--- config.mk ---
export PLATFORM = sky130hd
export DESIGN_NAME = fetch_unit
export DESIGN_NICKNAME = d
export VERILOG_FILES = /design/src/rtl/fetch_unit.sv
export SDC_FILE = /design/constraint.sdc
export NUM_CORES = 1
export LEC_CHECK = 0
export ABC_AREA = 1
export CAP_MARGIN = 25
export CORE_MARGIN = 8
export CORE_UTILIZATION = 39
export DETAILED_ROUTE_END_ITERATION = 10
export GPL_TIMING_DRIVEN = 0
export PLACE_DENSITY = 0.86
export SETUP_SLACK_MARGIN = 0.02
export SYNTH_ARGS = -nofsm -noshare
export SYNTH_HDL_FRONTEND = slang
export SYNTH_SLANG_ARGS = --single-unit
--- constraint.sdc ---
create_clock -name clk -period 1.3 [get_ports clk]
set_clock_uncertainty 0.05 [all_clocks]
set_input_delay 0.26 -clock clk [delete_from_list [all_inputs] [get_ports clk]]
set_output_delay 0.26 -clock clk [all_outputs]
set_load 0.02 [all_outputs]
--- src/rtl/fetch_unit.sv ---
// Instruction fetch stage: PC, memory request handshake, stall hold buffer, HLT and redirect.
// Optional macro FETCH_PERF_CNT_EN adds saturating wait_cycles and flush_count outputs.
`timescale 1ns/1ps
module fetch_unit (
  input  logic        clk,
  input  logic        rst,
  input  logic        stall,
  input  logic        branch_taken,
  input  logic [15:0] branch_target,
  output logic        imem_req,
  output logic [15:0] imem_addr,
  input  logic [15:0] imem_data,
  input  logic        imem_valid,
  output logic [15:0] instruction,
  output logic [15:0] PC_plus_two,
  output logic        if_write,
  output logic        if_flush,
  output logic        halted,
  output logic [15:0] pc_out
`ifdef FETCH_PERF_CNT_EN
  ,
  output logic [15:0] wait_cycles,
  output logic [15:0] flush_count
`endif
);

  typedef enum logic [1:0] {S_FETCH, S_HOLD, S_HALT} state_t;

  localparam logic [15:0] NOP = 16'h1000;

  state_t      state_q, state_d;
  logic [15:0] pc_q, pc_d;
  logic [15:0] hold_q, hold_d;
  logic [15:0] pc_inc;

  function automatic logic is_hlt(input logic [15:0] word);
    return word[15:12] == 4'hF;
  endfunction

  assign pc_inc    = pc_q + 16'd2;
  assign imem_addr = pc_q;
  assign pc_out    = pc_q;

  always_comb begin
    state_d     = state_q;
    pc_d        = pc_q;
    hold_d      = hold_q;
    imem_req    = 1'b0;
    if_write    = 1'b0;
    if_flush    = 1'b0;
    halted      = 1'b0;
    instruction = NOP;
    PC_plus_two = pc_inc;

    if (branch_taken) begin
      // Redirect beats stall and discards whatever memory returns this cycle.
      if_write = 1'b1;
      if_flush = 1'b1;
      pc_d     = branch_target;
      state_d  = S_FETCH;
    end else begin
      case (state_q)
        S_FETCH: begin
          imem_req = 1'b1;
          if (imem_valid && !stall) begin
            if_write    = 1'b1;
            instruction = imem_data;
            if (is_hlt(imem_data)) state_d = S_HALT;
            else                   pc_d    = pc_inc;
          end else if (imem_valid) begin
            hold_d  = imem_data;
            state_d = S_HOLD;
          end else begin
            if_write = !stall;
            if_flush = !stall;
          end
        end
        S_HOLD: begin
          instruction = hold_q;
          if (!stall) begin
            if_write = 1'b1;
            if (is_hlt(hold_q)) begin
              state_d = S_HALT;
            end else begin
              pc_d    = pc_inc;
              state_d = S_FETCH;
            end
          end
        end
        S_HALT: begin
          halted   = 1'b1;
          if_write = !stall;
          if_flush = 1'b1;
        end
        default: state_d = S_FETCH;
      endcase
    end

    if (!rst) begin
      imem_req    = 1'b0;
      if_write    = 1'b0;
      if_flush    = 1'b0;
      halted      = 1'b0;
      instruction = NOP;
      PC_plus_two = 16'h0002;
    end
  end

  always_ff @(posedge clk) begin
    if (!rst) begin
      state_q <= S_FETCH;
      pc_q    <= 16'h0000;
      hold_q  <= 16'h0000;
    end else begin
      state_q <= state_d;
      pc_q    <= pc_d;
      hold_q  <= hold_d;
    end
  end

`ifdef FETCH_PERF_CNT_EN
  logic [15:0] wait_q, flush_q;
  logic        wait_hit;

  function automatic logic [15:0] sat_inc(input logic [15:0] v);
    return (v == 16'hFFFF) ? v : v + 16'd1;
  endfunction

  assign wait_hit    = (state_q == S_FETCH) && !branch_taken && !imem_valid;
  assign wait_cycles = wait_q;
  assign flush_count = flush_q;

  always_ff @(posedge clk) begin
    if (!rst) begin
      wait_q  <= 16'h0000;
      flush_q <= 16'h0000;
    end else begin
      if (wait_hit)     wait_q  <= sat_inc(wait_q);
      if (branch_taken) flush_q <= sat_inc(flush_q);
    end
  end
`endif

endmodule

# ---- Yosys cells after proc, flatten, opt, wreduce, memory -nomap -nowiden
# Cells that the tools add are included.
dict set report word_totals {
  ff_bits 34
  output_inout_bits 68
  wordCells 60
}
dict set report op_classes {
  add_sub_neg 1
  eq_ne 11
  mux 33
  bitwise_logic 4
  n_reduce_logical 8
}
# op n
set op_table {}
lappend op_table {{2-to-1 mux 16 bit} 9}
lappend op_table {{one-hot mux 16 bit (2 select lines)} 2}
lappend op_table {{!= test 3 bit, second input constant} 6}
lappend op_table {{adder 16 x 2 -> 16 bit, second input constant} 1}
lappend op_table {{2-to-1 mux 1 bit} 14}
lappend op_table {{2-to-1 mux 2 bit} 5}
lappend op_table {{== test 4 bit, second input constant} 2}
lappend op_table {{AND reduction 4 bit} 2}
lappend op_table {{one-hot mux 2 bit (3 select lines)} 1}
lappend op_table {{AND reduction 5 bit} 1}
lappend op_table {{inverter 1 bit} 4}
lappend op_table {{one-hot mux 1 bit (3 select lines)} 1}
lappend op_table {{nonzero test 3 bit} 1}
lappend op_table {{== test 2 x 1 -> 1 bit, second input constant} 1}
lappend op_table {{== test 2 bit, second input constant} 1}
lappend op_table {{zero test 2 bit} 1}
lappend op_table {{!= test 2 bit, second input constant} 1}
lappend op_table {{one-hot mux 1 bit (2 select lines)} 1}
lappend op_table {{OR reduction 2 bit} 1}
lappend op_table {{logical AND 1 bit} 1}
lappend op_table {{zero test 1 bit} 1}

# ---- Longest topological paths before layout
dict set report logic_depth {
  word_depth 6
  ltp_mapped 10
}

# ---- Least setup slack after synthesis
# No wires, ideal clock.
dict set report synth_timing {
  path_type {register to output}
  from {reg pc_q[2] (netlist: imem_addr[2])}
  to {out PC_plus_two[13]}
  arrival_time_ns 1.511
  required_time_ns 0.990
  setup_slack_ns -0.521
  stages_incl_launch_ff 6
  n_path_buf 0
  cell_sequence {dfxtp_1 -> ha_1 -> nand3_2 -> inv_1 -> nand4_1 -> a21oi_1}
}
dict set report synth_between {
  elab_chain_cells 2
}
# element line_no
set synth_rtl {}
lappend synth_rtl {{from (decl)} 32} ;# logic [15:0] pc_q, pc_d;
lappend synth_rtl {{from (signal assigned)} 116} ;# pc_q <= pc_d;
lappend synth_rtl {{adder 16 x 2 -> 16 bit} 40} ;# assign pc_inc = pc_q + 16'd2;
lappend synth_rtl {{2-to-1 mux 16 bit} 99} ;# if (!rst) begin
lappend synth_rtl {{to (decl)} 15} ;# output logic [15:0] PC_plus_two,
# Every way passes these cells.

# ---- Worst setup path after layout
dict set report layout_timing {
  from {reg pc_q[3] (netlist: imem_addr[3])}
  to {out PC_plus_two[14]}
}
# Same word-level chain as after synthesis.

==> results_dict.tcl <==
set metrics [dict create \
    clock-sinks 34 \
    antenna-diode-count 0 \
    drc_errors 0 \
    edff_count_synth 0 \
    dp.final_hpwl_mm 6.53 \
    worst_ep_arrival_time_ns 1.68 \
    setup-violations-final 76 \
    design.die.area_sq_um 9140 \
    maximum_number_of_pins_on_one_net_before_global_route_repair 11 \
    core_area_sq_um 6240 \
    timing.final.hold_violations 0 \
    maxCapViolCount 0 \
    slew-limit-headroom_pct 59.4 \
    netlist_area_sq_um 2470 \
    worstPathCellList "nand3_4 > nor2_4 > nand4_1 > a21oi_2 > buf_6" \
    postSynthNetCount 407 \
    num_vias 3682 \
    cts_buffers 5 \
    worst_setup_path_start_kind "flip-flop" \
    yosysWarnings 0 \
    post-layout-total-power_mw 3.83 \
    ctsRootBufferMaster "clkbuf_8" \
    routed_wirelength_mm 14.3 \
    failed_checks "setup timing" \
    tightest_slew_ns 0.609 \
    synth.top_cell.area_share_pct 27.6 \
    yosys-top-cells-count "nand2_1, nor2_1, dfxtp_1" \
    hold_path_end "hold_q[12]" \
    clock_tree_from_tritoncts "built" \
    routed_len_inst_microns 22.7 \
    ff2ff_path_depth 12 \
    period_share_pct 153 \
    reg2reg_from "state_q[1]" \
    setup.worst_path.end_class "output pin" \
    io_pins 105 \
    timing.rr.end "imem_addr[13]" \
    irDropWorstVdd_uv 687 \
    criticalPathCategory "flip-flop to output pin" \
    instances_no_fill 631 \
    critical-path-slowest-cell "dfxtp_4" \
    setup_total_negative_slack_ns -31.43 \
    track_usage_pct 24.9 \
    ys.flop_type "dfxtp_1" \
    place_worst_setup_slack_ns -1.39 \
    holdCritPathClass "primary input to flip-flop" \
    first_global_vias 3661 \
    initial_utilization_pct 39.6 \
    cts.hold.buffers_added 0 \
    worst_slack_ns -0.686 \
    yosys.area.top_type "dfxtp_1" \
    result_of_the_run "finished, violations left" \
    synth.area.top_cells "dfxtp_1, nand2_1, nor2_1, nand3_2, buf_4" \
    cts-root-to-sink-buffers 2 \
    rsz_0062_raised_after_global_routing "yes" \
    dp.cells 550 \
    synth_cells 369 \
    crit_path_max_fanout 5 \
    layout-drive-gt1-share_pct 67.9 \
    critical-path-max-stage-delay_ns 0.40 \
    synth_seq_area_share_pct 27.6 \
    dieHeight_microns 95.6 \
    power_per_cell_area_nw_per_um2 706 \
    synth_area_per_inst_sq_um 6.69 \
    whs_path_depth 3 \
    asyncSetResetFlopFracSynth_pct 0 \
    achievable-frequency_ghz 0.504 \
    gp_congestion 0.916 \
    number_of_antenna_violations_at_the_first_check_in_global_routing 0 \
    synthToLayoutAreaGrowth_pct 119 \
    post_synthesis_register_bit_count 34 \
    vias_per_cell 5.84 \
    maxSlewViolCount 0 \
    fin_hold_ws_ns 0.381 \
    die_x_microns 95.6 \
    flop_to_flop_setup_slack_ns -0.49 \
    post-synth-top-count-cell "nand2_1" \
    final_critical_delay_including_setup_and_external_delays_ns 1.99 \
    core.rowCount 29 \
    yosys.cell_types.count 36 \
    initial_drt_markers 292 \
    cts_h_tree_lvls 2 \
    remaining_antenna_violation_count_after_routing 0 \
    globalRoute.totalOverflow 0 \
    clock_insertion_delay_worst_skew_ns 0.30 \
    final_nets 591 \
    dr.pass1.iters 5 \
    min_from "imem_data[12]" \
    clk_pin_slew_ns 0.08 \
    static-leakage-power_nw 2.30 \
    port-buffer-count 104 \
    first_pass_grt_wire_length_mm 17.9 \
    crit_required_ns 0.99 \
]
[final cells by class]
| cell class | count | area (sq um) |
|---|---|---|
| multi-input combinational | 275 | 2250 |
| tap | 77 | 96.3 |
| timing repair buffer | 178 | 1760 |
| sequential | 34 | 743 |
| buffer | 30 | 322 |
| clock buffer | 8 | 101 |
| fill | 294 | 822 |
| inverter | 29 | 149 |
[registers in the layout, indices dropped and copies added (netlist names)]
name and cells:
imem_addr 16, hold_q 16, state_q 2
[layer usage]
layer	global-route usage [%]	wire length [microns]	vias up
met2	44.9	7170	291
met3	7.64	1490	92
li1	-	-	1562
met1	24.7	4710	1737
met4	14.5	972	0
met5	0	0	-
[metrics by stage]
step	area (sq um)	util [%]
2_1_floorplan	2910	-
3_3_place_gp	4050	64.9
3_5_place_dp	4050	64.9
4_1_cts	4890	78.3
5_1_grt	5420	86.8
6_report	5420	86.8
[worst max-delay path, delay by kind of cell (launching register included)]
family | cells | cell delay [ns]
AOI/OAI and AO/OA | 1 | 0.29
buffers and inverters | 1 | 0.16
and+or+nand+nor | 3 | 0.53
DFF | 1 | 0.40
[cells by family after synthesis]
family | share of synthesized area (%)
buffers and inverters | 13.7
XOR/XNOR | 1.06
multiplexers | 0.456
flip-flops | 27.6
adder cells (fa/ha/maj) | 0.507
AND/OR/NAND/NOR | 41.6
AO/OA/AOI/OAI | 15.1
[report_power, final]
part	switching, mW	internal (mW)
Combinational	0.882	0.786
Clock	0.448	0.498
Sequential	0.108	1.11
[worst max-delay path by stage]
stage          cells after the start         start  slack [ns]              end
2_1_floorplan                      7  imem_addr[1]       -0.18  PC_plus_two[15]
3_3_place_gp                       9    imem_valid       -1.37  instruction[13]
3_5_place_dp                       9    imem_valid       -1.39  instruction[13]
4_1_cts                            8  imem_addr[2]       -0.59  PC_plus_two[15]
5_1_grt                            5  imem_addr[3]       -0.70  PC_plus_two[14]
6_report                           5  imem_addr[3]       -0.69  PC_plus_two[14]
[cells in the final DEF (no fill, tap or decap), types with 7 or more instances in the layout]
cell type	instances
nand2_4	10
nor2_4	38
a21oi_2	10
buf_6	74
nor2_2	13
inv_2	10
buf_2	17
nand3_4	10
clkdlybuf4s50_1	28
inv_1	13
nand3_2	14
nand3_1	11
dfxtp_1	16
nand2_1	57
buf_4	59
dfxtp_4	16
a22oi_2	14
nand2_2	21
o21ai_2	13
nor2_1	30
clkbuf_8	7
o21ai_1	7
[what timing repair did]
action,CTS,global route
endpoints found under the setup margin,102,86
gates resized for setup,441,124
setup buffers,46,26
pin swaps,37,39
cloned,5,1
No activity file was read; power rests on OpenSTA's default activity.
